<file path="src/rtl/dmem_copy_engine.sv">
// dmem_copy_engine: block copy initiator on the DataMEM port of the RISC-I datapath.
// Optional feature macro: DMEM_COPY_CHECKSUM_EN (adds o_Checksum, a running sum of words read).
// All outputs are registered: each is computed from the next state and loaded at the same edge.
module dmem_copy_engine #(
  parameter int unsigned ADDR_W = 10,
  parameter int unsigned DATA_W = 32
) (
  input  logic              i_CLK,
  input  logic              i_RST,
  input  logic              i_Start,
  input  logic [ADDR_W-1:0] i_Src_Addr,
  input  logic [ADDR_W-1:0] i_Dst_Addr,
  input  logic [ADDR_W:0]   i_Length,
  output logic              o_MemRead,
  output logic              o_MemWrite,
  output logic [ADDR_W-1:0] o_Address,
  output logic [DATA_W-1:0] o_Write_Data,
  input  logic [DATA_W-1:0] i_Read_Data,
  output logic              o_Busy,
`ifdef DMEM_COPY_CHECKSUM_EN
  output logic [DATA_W-1:0] o_Checksum,
`endif
  output logic              o_Done
);

  localparam int unsigned LEN_W = ADDR_W + 1;
  localparam logic [LEN_W-1:0] MAX_LEN = LEN_W'(1) << ADDR_W;

  typedef enum logic [1:0] {S_IDLE, S_READ, S_WRITE, S_DONE} state_t;

  state_t            r_state, w_state_nxt;
  logic [ADDR_W-1:0] r_src, r_dst, w_src_nxt, w_dst_nxt;
  logic [LEN_W-1:0]  r_len, r_k, w_len_nxt, w_k_nxt;
  logic [DATA_W-1:0] r_buf, w_buf_nxt;

  logic              r_mem_read, r_mem_write, r_busy, r_done;
  logic              w_mem_read_nxt, w_mem_write_nxt, w_busy_nxt, w_done_nxt;
  logic [ADDR_W-1:0] r_addr, w_addr_nxt;
  logic [DATA_W-1:0] r_wdata, w_wdata_nxt;

  // State register
  always_ff @(posedge i_CLK) begin
    if (i_RST) r_state <= S_IDLE;
    else       r_state <= w_state_nxt;
  end

  // Next state, latched parameters, word index, buffer and next-cycle port values
  always_comb begin
    w_state_nxt     = r_state;
    w_src_nxt       = r_src;
    w_dst_nxt       = r_dst;
    w_len_nxt       = r_len;
    w_k_nxt         = r_k;
    w_buf_nxt       = r_buf;
    w_mem_read_nxt  = 1'b0;
    w_mem_write_nxt = 1'b0;
    w_busy_nxt      = 1'b0;
    w_done_nxt      = 1'b0;
    w_addr_nxt      = '0;
    w_wdata_nxt     = '0;

    case (r_state)
      S_IDLE: begin
        if (i_Start) begin
          w_src_nxt   = i_Src_Addr;
          w_dst_nxt   = i_Dst_Addr;
          w_len_nxt   = (i_Length > MAX_LEN) ? MAX_LEN : i_Length;
          w_k_nxt     = '0;
          w_state_nxt = (w_len_nxt != '0) ? S_READ : S_DONE;
        end
      end
      S_READ: begin
        w_buf_nxt   = i_Read_Data;
        w_state_nxt = S_WRITE;
      end
      S_WRITE: begin
        w_k_nxt     = r_k + LEN_W'(1);
        w_state_nxt = (w_k_nxt == r_len) ? S_DONE : S_READ;
      end
      S_DONE:  w_state_nxt = S_IDLE;
      default: w_state_nxt = S_IDLE;
    endcase

    // Port values for the cycle being entered; address wraps modulo 2^ADDR_W
    case (w_state_nxt)
      S_READ: begin
        w_mem_read_nxt = 1'b1;
        w_busy_nxt     = 1'b1;
        w_addr_nxt     = w_src_nxt + w_k_nxt[ADDR_W-1:0];
      end
      S_WRITE: begin
        w_mem_write_nxt = 1'b1;
        w_busy_nxt      = 1'b1;
        w_addr_nxt      = w_dst_nxt + w_k_nxt[ADDR_W-1:0];
        w_wdata_nxt     = w_buf_nxt;
      end
      S_DONE:  w_done_nxt = 1'b1;
      default: w_done_nxt = 1'b0;
    endcase
  end

  // Datapath and output registers
  always_ff @(posedge i_CLK) begin
    if (i_RST) begin
      r_src       <= '0;
      r_dst       <= '0;
      r_len       <= '0;
      r_k         <= '0;
      r_buf       <= '0;
      r_mem_read  <= 1'b0;
      r_mem_write <= 1'b0;
      r_busy      <= 1'b0;
      r_done      <= 1'b0;
      r_addr      <= '0;
      r_wdata     <= '0;
    end else begin
      r_src       <= w_src_nxt;
      r_dst       <= w_dst_nxt;
      r_len       <= w_len_nxt;
      r_k         <= w_k_nxt;
      r_buf       <= w_buf_nxt;
      r_mem_read  <= w_mem_read_nxt;
      r_mem_write <= w_mem_write_nxt;
      r_busy      <= w_busy_nxt;
      r_done      <= w_done_nxt;
      r_addr      <= w_addr_nxt;
      r_wdata     <= w_wdata_nxt;
    end
  end

`ifdef DMEM_COPY_CHECKSUM_EN
  logic [DATA_W-1:0] r_cks;

  // Checksum: cleared on accepted start, accumulates each word read, holds otherwise
  always_ff @(posedge i_CLK) begin
    if (i_RST)                           r_cks <= '0;
    else if (r_state == S_IDLE && i_Start) r_cks <= '0;
    else if (r_state == S_READ)          r_cks <= r_cks + i_Read_Data;
  end

  assign o_Checksum = r_cks;
`endif

  assign o_MemRead    = r_mem_read;
  assign o_MemWrite   = r_mem_write;
  assign o_Address    = r_addr;
  assign o_Write_Data = r_wdata;
  assign o_Busy       = r_busy;
  assign o_Done       = r_done;

endmodule

</file>
<file path="config.mk">
export PLATFORM = sky130hd
export DESIGN_NAME = dmem_copy_engine
export DESIGN_NICKNAME = d
export VERILOG_FILES = /design/src/rtl/dmem_copy_engine.sv
export SDC_FILE = /design/constraint.sdc
export NUM_CORES = 1
export LEC_CHECK = 0
export ABC_AREA = 0
export BUFFER_PORTS_ARGS = -buffer_cell sky130_fd_sc_hd__buf_2
export CAP_MARGIN = 20
export CORE_ASPECT_RATIO = 0.7
export CORE_UTILIZATION = 55
export CTS_CLUSTER_DIAMETER = 120
export CTS_CLUSTER_SIZE = 24
export DETAILED_ROUTE_END_ITERATION = 10
export PLACE_DENSITY = 0.84
export RECOVER_POWER = 100
export SYNTH_ARGS = -nofsm -noshare
export SYNTH_HDL_FRONTEND = slang
export SYNTH_SLANG_ARGS = --single-unit
</file>
<file path="constraint.sdc">
create_clock -name i_CLK -period 9.4 [get_ports i_CLK]
set_input_delay 1.41 -clock i_CLK [delete_from_list [all_inputs] [get_ports i_CLK]]
set_output_delay 1.41 -clock i_CLK [all_outputs]
set_load 0.1 [all_outputs]
</file>
After elaboration in Yosys (flattened, before gate mapping)
Index checks and enable logic that the tools add are counted.
{"block": "totals", "reg_bits": 122, "in_bits": 66, "out_inout_bits": 46}
{"block": "classes", "addsub": 3, "n_lt_le_gt_ge": 1, "eq_ne": 8, "muxes": 17, "bitwise": 1, "n_reduce_logical": 7}
{"cell": "$mux 10", "n": 4}
{"cell": "$mux 32", "n": 1}
{"cell": "$mux 11", "n": 2}
{"cell": "$pmux 11 s2", "n": 1}
{"cell": "$add 10x10->10", "n": 2}
{"cell": "$pmux 10 s2", "n": 1}
{"cell": "$add 11x1->11 const B", "n": 1}
{"cell": "$eq 11x11->1", "n": 1}
{"cell": "$gt 11x11->1 const B", "n": 1}
{"cell": "$reduce_bool 11->1", "n": 1}
{"cell": "$eq 2x2->1 const B", "n": 4}
{"cell": "$pmux 2 s4", "n": 1}
{"cell": "$mux 2", "n": 3}
{"cell": "$eq 2x1->1 const B", "n": 2}
{"cell": "$mux 1", "n": 4}
{"cell": "$reduce_and 2->1", "n": 2}
{"cell": "$reduce_or 2->1", "n": 2}
{"cell": "$logic_not 2->1", "n": 1}
{"cell": "$ne 2x2->1 const B", "n": 1}
{"cell": "$reduce_bool 2->1", "n": 1}
{"cell": "$not 1->1", "n": 1}

Logic depth before layout (Yosys ltp)
Gate-level depths: netlist of the first run.
{"block": "depth", "ltp_word": 9, "depth_mapped": 13, "mapped_depth_nobuf": 12}

Worst setup path after synthesis of the first run
OpenSTA, ideal clock, no wires.
{"block": "synth_path", "path_kind": "input port to flip-flop", "start": "input port i_Start", "end": "register r_addr[8] (netlist: o_Address[8])", "setup_ns": 0.073, "arrival_ns": 3.785, "required_time_ns": 9.327, "path_slack_ns": 5.542, "stages": 11, "path_cell_list": "nor3b_1 clkbuf_1 o21ai_0 ha_1 fa_1 a21o_1 a21o_1 a211oi_1 o21ai_0 and3_1 nor3_2"}
{"block": "synth_between", "elab_chain_cells": 4, "word_cells_on_any_way": 13, "classes_between": "add/sub (2); eq/ne (2); mux (9)"}
{"item": "start, declared", "line_no": "10", "source": "input logic i_Start,"}
{"item": "$mux 11 (tied with other cells)", "line_no": "64", "source": "if (i_Start) begin"}
{"item": "$pmux 11 s2 (tied with other cells)", "line_no": "62", "source": "case (r_state)"}
{"item": "$add 10x10->10 (tied with other cells)", "line_no": "94", "source": "w_addr_nxt = w_dst_nxt + w_k_nxt[ADDR_W-1:0];"}
{"item": "$pmux 10 s2 *", "line_no": "85", "source": "case (w_state_nxt)"}
{"item": "end signal, assigned", "line_no": "126", "source": "r_addr <= w_addr_nxt;"}
{"item": "end, declared", "line_no": "38", "source": "logic [ADDR_W-1:0] r_addr, w_addr_nxt;"}
Every way passes the cells marked *; elsewhere a longest branch is shown, timed or not. The select of a mux whose other input is x is not followed.
A chain may end at the register's enable or synchronous reset.

Worst setup path in the final report of the first run
Ends and elaborated chain as after synthesis.

==> metrics.cfg, run 1 <==
[synth]
syn_area_um2 = 3940
syn_nets = 515
ys_types = 58
ys_ff_latch = 90
yosys-top-cells-count = dfxtp_1, nand2_1, a21oi_1, and2_1, o21ai_0
synth.area.top_cells = dfxtp_1, nand2_1, and2_1
synth-edff-count = 0
synthMostInstantiatedCell = dfxtp_1
synthesis.instances = 438
netlist.area_leader.share_pct = 45.7
yosysWarnings = 0
async_flop_share_pct = 0
ys.flop_type = dfxtp_1
ys_seq_area_share_pct = 45.7
synth_area_per_cell_um2 = 9.00
yosysTopAreaCell = dfxtp_1

[drt]
drtIter0Drc = 206
wl_um = 9130
vias = 3372
via_per_inst = 5.33
drc = 0
antenna_left = 0
wl_per_cell_um = 14.4
first_pass_iters = 5

[pwr]
p_leak_uw = 0.00192
power_density_nw_per_um2 = 176
ir_worst_vdd_mv = 0.133

[timing]
hold_slack_ps = 465
fin_crit_sh_pct = 58.5
fin_setup_tns_ps = 0
finalHoldViolations = 0
setup_viol = 0
rsz0062_at_grt = false
worst_pin_slew_ps = 2030
max_freq_mhz = 182
fin_skew_ps = 7.69
slew_headroom_pct = -35.5
min_period_ps = 5500
maxSlewViolCount = 66

[worst_setup_path]
crit_type = input pin to register
worstRegToRegCells = 11
endpoint_kind = register
path_depth = 12
start_kind = input pin
rrSetupSlack_ps = 4590
critPathTopFamily = simple AND/OR/NAND/NOR gates
crit_fanout = 25
path_cells = clkbuf_1 -> nor3b_1 -> clkbuf_1 -> o21ai_0 -> ha_1 -> fa_1 -> a21o_1 -> a21o_1 -> a211oi_1 -> o21ai_0 -> and3_1 -> nor3_1
max_stage_delay_ps = 1370
crit_slowest_cell = nor3b_1
cp_num_buf_inv = 2
r2r-end = o_Address[8]$_SDFF_PP0_
endpoint = o_Address[8]$_SDFF_PP0_
required_ps = 9680
r2r_start = r_state[0]$_SDFF_PP0_
crit_path_start = i_Start
crit_arrival_ps = 5780

[global_route]
grt_overflow = 0
grt_pass1_vias = 3070
grt_max_degree = 48
antenna_found_initial = 0
grt_pass1_wl_um = 14300
grt_usage_pct = 25.1

[die]
start_util_pct = 57.6
dieArea_um2 = 7520
fp.dieH_um = 72.8
die_x_um = 103
core_um2 = 6850
ioPinCount = 112
rows = 25

[run_status]
status = complete, but fails checks
violations = capacitance limit, slew limit

[cts]
numClockSinks = 90
numCtsBuffers = 9
post_cts_buffers = 0
cts_tree = built
htree_levels = 3
cts_resized = 0
root_buffer = clkbuf_8
cts_buffer_depth = 2
worstSkewPairLatency_ps = 360
clkTransAtPathRegs_ps = 90
cts_hold_buffers = 0

[min_path]
hold_class = register to register

[layout]
multi_input_area_um2 = 1960
fillCellCount = 587
final_nets = 611
area.sequential_um2 = 1800
area.growth.synth_to_final_pct = 17.0
diodes = 0
drive_gt1_share_pct = 17.3
final_util_pct = 67.3

[place]
dpl.hpwl_um = 6910
gp_congestion = 0.884
io_buffers = 111

[flow_run]
drv_cap = 2

where the power goes:
group	switching [µW]	internal, µW
logic	102	35.6
registers	8.65	397
clock network	140	126
cell type report:
type	count	share of cell area, %
multi-input cells	312	42.4
flip-flops and latches	90	39.1
well taps	94	2.55
repair buffers	114	11.0
inverters	7	0.597
clock buffers	10	2.77
clock inverters	6	1.60
routing by layer:
metal  track usage (%)  part of all wire, %  vias to the layer above
met5                 0                    0                        -
met4              8.14                  1.6                        0
met3              6.23                  7.2                       16
met2              37.0                   44                      116
met1              35.8                   47                     1566
li1                  -                    -                     1674
how the worst min path moves through the flow:
stage                                    from                   to  slack [ps]  depth (start not counted)
after detailed placement  r_src[6]$_SDFF_PP0_  r_src[6]$_SDFF_PP0_         450                          2
after global placement    r_src[6]$_SDFF_PP0_  r_src[6]$_SDFF_PP0_         440                          2
after global routing      r_src[2]$_SDFF_PP0_  r_src[2]$_SDFF_PP0_         490                          2
after CTS                 r_dst[8]$_SDFF_PP0_  r_dst[8]$_SDFF_PP0_         470                          2
after floorplan           r_dst[0]$_SDFF_PP0_  r_dst[0]$_SDFF_PP0_         440                          2
final                     r_src[4]$_SDFF_PP0_  r_src[4]$_SDFF_PP0_         470                          2
cells by family (layout without fill, tap and decap cells):
| kind of cell | Yosys count | in the layout | share of synthesized area, % |
|---|---|---|---|
| compound gates | 94 | 94 | 14.8 |
| xor+xnor | 18 | 18 | 4.19 |
| fa+ha+maj | 11 | 11 | 3.68 |
| buf+inv | 36 | 137 | 4.25 |
| flops | 90 | 90 | 45.7 |
| mux | 11 | 11 | 2.79 |
| simple gates | 178 | 178 | 24.6 |
placed cells by master (no fill, tap or decap), drive strengths merged, types with 11 or more instances in the layout:
master,instances
dfxtp,90
nand2,68
buf,63
clkbuf,61
a21oi,42
and2,36
o21ai,25
nor2,20
xnor2,12
mux2i,11
registers in the layout, indices dropped and copies added, names as in the netlist:
register and count:
o_Write_Data 32, o_Address 10, r_k 11, o_Done 1, r_src 10, o_MemWrite 1
o_Busy 1, r_len 11, o_MemRead 1, r_state 2, r_dst 10
worst register-to-register path, delay by kind of cell (launching register included):
kind / cells / cell delay, ps
adders and majority gates: 2 / 670
and+or+nand+nor: 3 / 1750
buffers and inverters: 1 / 760
DFF: 1 / 460
AOI/OAI and AO/OA: 5 / 1090
through the flow:
stage                     power, µW  std cells  instance area (µm²)  worst slack, ps
final                           810        633                 4610             3900
after CTS                       819        633                 4710             5110
after global routing            841        633                 4610             3520
after global placement          551        617                 4500             4890
after floorplan                 519        438                 3940             5540
after detailed placement        554        617                 4500             4720
(Power assumes the default switching activity.)
==> run 2, diff against run 1 <==
--- a/config.mk
+++ b/config.mk
@@ -5,15 +5,15 @@
 export SDC_FILE = /design/constraint.sdc
 export NUM_CORES = 1
 export LEC_CHECK = 0
-export ABC_AREA = 0
+export ABC_AREA = 1
 export BUFFER_PORTS_ARGS = -buffer_cell sky130_fd_sc_hd__buf_2
 export CAP_MARGIN = 20
 export CORE_ASPECT_RATIO = 0.7
-export CORE_UTILIZATION = 55
+export CORE_UTILIZATION = 46
 export CTS_CLUSTER_DIAMETER = 120
 export CTS_CLUSTER_SIZE = 24
 export DETAILED_ROUTE_END_ITERATION = 10
-export PLACE_DENSITY = 0.84
+export PLACE_DENSITY = 0.75
 export RECOVER_POWER = 100
 export SYNTH_ARGS = -nofsm -noshare
 export SYNTH_HDL_FRONTEND = slang
==> constraint.sdc (replaced) <==
create_clock -name i_CLK -period 4.6 [get_ports i_CLK]
set_input_delay 0.69 -clock i_CLK [delete_from_list [all_inputs] [get_ports i_CLK]]
set_output_delay 0.69 -clock i_CLK [all_outputs]
set_load 0.1 [all_outputs]
==> run 2 against run 1 <==
The flow still finishes with violations (capacitance limit, slew limit). Critical path depth increased by 3. Global-route usage decreased by 1.8 points. Hold slack improved by 1.0 ps. Sequential cell count unchanged. Register-to-register slack got worse by 3700 ps. Sequential power increased by 110%. Largest cell class is now sequential cells.
==> metrics.cfg, run 2 <==
[run_status]
status = complete, but fails checks
violations = capacitance limit, slew limit

[worst_setup_path]
crit_slowest_cell = dfxtp_1
worst_path_most_repeated_cell = nor2_1
r2r_start = r_state[0]$_SDFF_PP0_
rrSetupSlack_ps = 860  ; -3730 ps
worstRegToRegCells = 15  ; +4
path_cells = nor2_1 -> nand2_1 -> inv_1 -> nor2_1 -> clkbuf_1 -> nand2_1 -> nand2_1 -> ha_1 -> a21oi_1 -> o21ai_0 -> a21oi_1 -> nor2_1 -> nor2_1 -> xor2_1 -> a21oi_2
start_kind = register
crit_fanout = 12  ; -52%
endpoint_kind = register
r2r-end = o_Address[7]$_SDFF_PP0_
crit_type = register to register
required_ps = 4790  ; -4890 ps
crit_arrival_ps = 3930  ; -1850 ps
cp_num_buf_inv = 2  ; unchanged
max_stage_delay_ps = 600  ; -770 ps
critPathTopFamily = simple AND/OR/NAND/NOR gates

[layout]
area.growth.synth_to_final_pct = 21.0
final_cell_mix = nand2_1, dfxtp_1, inv_1
diodes = 0  ; unchanged
largest_reg_flops = 32  ; unchanged
drive_gt1_share_pct = 15.3  ; -1.9 points
fillCellCount = 768  ; +31%
final_nets = 712  ; +17%
layout_commonest_cell = nand2_1

[cts]
post_cts_buffers = 0  ; unchanged
root_buffer = clkbuf_16
cts_hold_buffers = 0  ; unchanged
htree_levels = 3  ; unchanged
worstSkewPairLatency_ps = 340  ; -20 ps
numCtsBuffers = 9  ; unchanged
cts_buffer_depth = 2  ; unchanged
cts_resized = 0  ; unchanged
cts_tree = built
clkTransAtPathRegs_ps = 70  ; -20 ps
numClockSinks = 90  ; unchanged

[synth]
ys_types = 35  ; -40%
ys_seq_area_share_pct = 45.5  ; -0.23 points
synthMostInstantiatedCell = nand2_1
async_flop_share_pct = 0  ; unchanged
synthesis.instances = 530  ; +21%
syn_area_um2 = 3960  ; +0.51%
yosysTopAreaCell = dfxtp_1
ys_ff_latch = 90  ; unchanged
yosys-top-cells-count = nand2_1, dfxtp_1, inv_1, nor2_1, nand3_1
syn_nets = 607  ; +18%
netlist.area_leader.share_pct = 45.5  ; -0.23 points
synth.area.top_cells = dfxtp_1, nand2_1, inv_1
synth-edff-count = 0  ; unchanged
ys.flop_type = dfxtp_1
yosysWarnings = 0  ; unchanged
synth_area_per_cell_um2 = 7.48  ; -17%

[timing]
fin_crit_sh_pct = 81.3
rsz0062_at_grt = false
max_freq_mhz = 267
setup_viol = 0  ; unchanged
slew_headroom_pct = -29.9  ; +5.6 points
maxSlewViolCount = 45  ; -32%
finalHoldViolations = 0  ; unchanged
worst_pin_slew_ps = 1950  ; -83.3 ps
fin_skew_ps = 7.33  ; -0.361 ps
setup_ws_ps = 859  ; -3040 ps
min_period_ps = 3740
fin_setup_tns_ps = 0  ; unchanged

[die]
core_um2 = 8110  ; +18%
dieArea_um2 = 8990  ; +20%
rows = 27  ; +8.0%
die_x_um = 113  ; +9.4%
fp.dieH_um = 79.7  ; +9.4%
ioPinCount = 112  ; unchanged
start_util_pct = 48.9  ; -8.7 points

[min_path]
min_path_cells = 2  ; unchanged
whs_endpoint = r_dst[0]$_SDFF_PP0_
worstHoldStart = r_dst[0]$_SDFF_PP0_
hold_class = register to register

[drt]
first_pass_iters = 5  ; unchanged
wl_um = 9940  ; +8.9%
via_per_inst = 4.91  ; -7.8%
antenna_left = 0  ; unchanged
drtIter0Drc = 256  ; +24%
wl_per_cell_um = 13.4  ; -7.0%
drc = 0  ; unchanged
vias = 3641  ; +8.0%

[global_route]
grt_pass1_wl_um = 16100  ; +13%
grt_overflow = 0  ; unchanged
grt_pass1_vias = 3426  ; +12%
grt_max_degree = 45  ; -6.3%
grt_usage_pct = 23.2  ; -1.8 points
antenna_found_initial = 0  ; unchanged

[place]
io_buffers = 111  ; unchanged
dpl.hpwl_um = 7510  ; +8.8%
pre_cts_ws_ps = 1040  ; -3680 ps
gp_congestion = 0.911  ; +3.0%

[pwr]
ir_worst_vdd_mv = 0.298  ; +120%
p_leak_uw = 0.00227  ; +18%
power_density_nw_per_um2 = 392  ; +120%

[flow_run]
drv_cap = 1  ; -1

run 2: cell types whose count changed in the layout (fill, tap and decap cells not counted), moves of 10 or more:
cell,before,now
and2_1,20,0
nand3_1,2,41
nor2b_1,10,0
nand2_1,67,102
and2_0,15,0
inv_1,6,82
nor2_1,20,71
run 2: routing by layer:
layer	GRT usage (%)	share of wire, %
met1	32.5	48
met2	35.4	44
met3	5.92	6.3
met4	6.58	1.0
met5	0	0
run 2: worst max path at each step:
stage          slack [ps]  depth (start not counted)                      end             startpoint
2_1_floorplan        1590                         14  o_Address[8]$_SDFF_PP0_                i_Start
3_3_place_gp         1160                         14  o_Address[6]$_SDFF_PP0_                i_Start
3_5_place_dp         1040                         14  o_Address[6]$_SDFF_PP0_                i_Start
4_1_cts              1120                         14  o_Address[6]$_SDFF_PP0_  r_state[0]$_SDFF_PP0_
5_1_grt               500                         15  o_Address[7]$_SDFF_PP0_  r_state[0]$_SDFF_PP0_
6_report              860                         15  o_Address[7]$_SDFF_PP0_  r_state[0]$_SDFF_PP0_
run 2: logic make-up after synthesis:
group           synth area share, %
compound gates                 11.6
xor+xnor                       1.99
fa+ha+maj                      3.66
buf+inv                        10.2
flops                          45.5
mux                            2.78
simple gates                   24.4
run 2: where the power goes:
part,internal [µW],switching (µW)
registers,819,17.3
clock network,386,314
logic,81.4,263
run 2: final cells by class:
class	count	area, µm²	area share [%]
clock buffers	10	239	4.98
clock inverters	6	48.8	1.02
multi-input cells	336	1750	36.5
flip-flops and latches	90	1800	37.6
inverters	84	315	6.57
well taps	101	126	2.64
repair buffers	114	515	10.7
run 2: metrics by stage:
step	hold slack [ps]	instances	area (µm²)	utilization, %	power [µW]
2_1_floorplan	446	530	3960	-	1120
3_3_place_gp	455	725	4580	56.5	1190
3_5_place_dp	455	725	4580	56.5	1200
4_1_cts	466	741	4870	60.0	1900
5_1_grt	494	741	4800	59.2	1960
6_report	466	741	4800	59.2	1880
run 2: tightest hold or removal path: stages (launching register included):
cell and delay [ps]:
dfxtp_1 310, nand2_1 60, a21oi_1 50
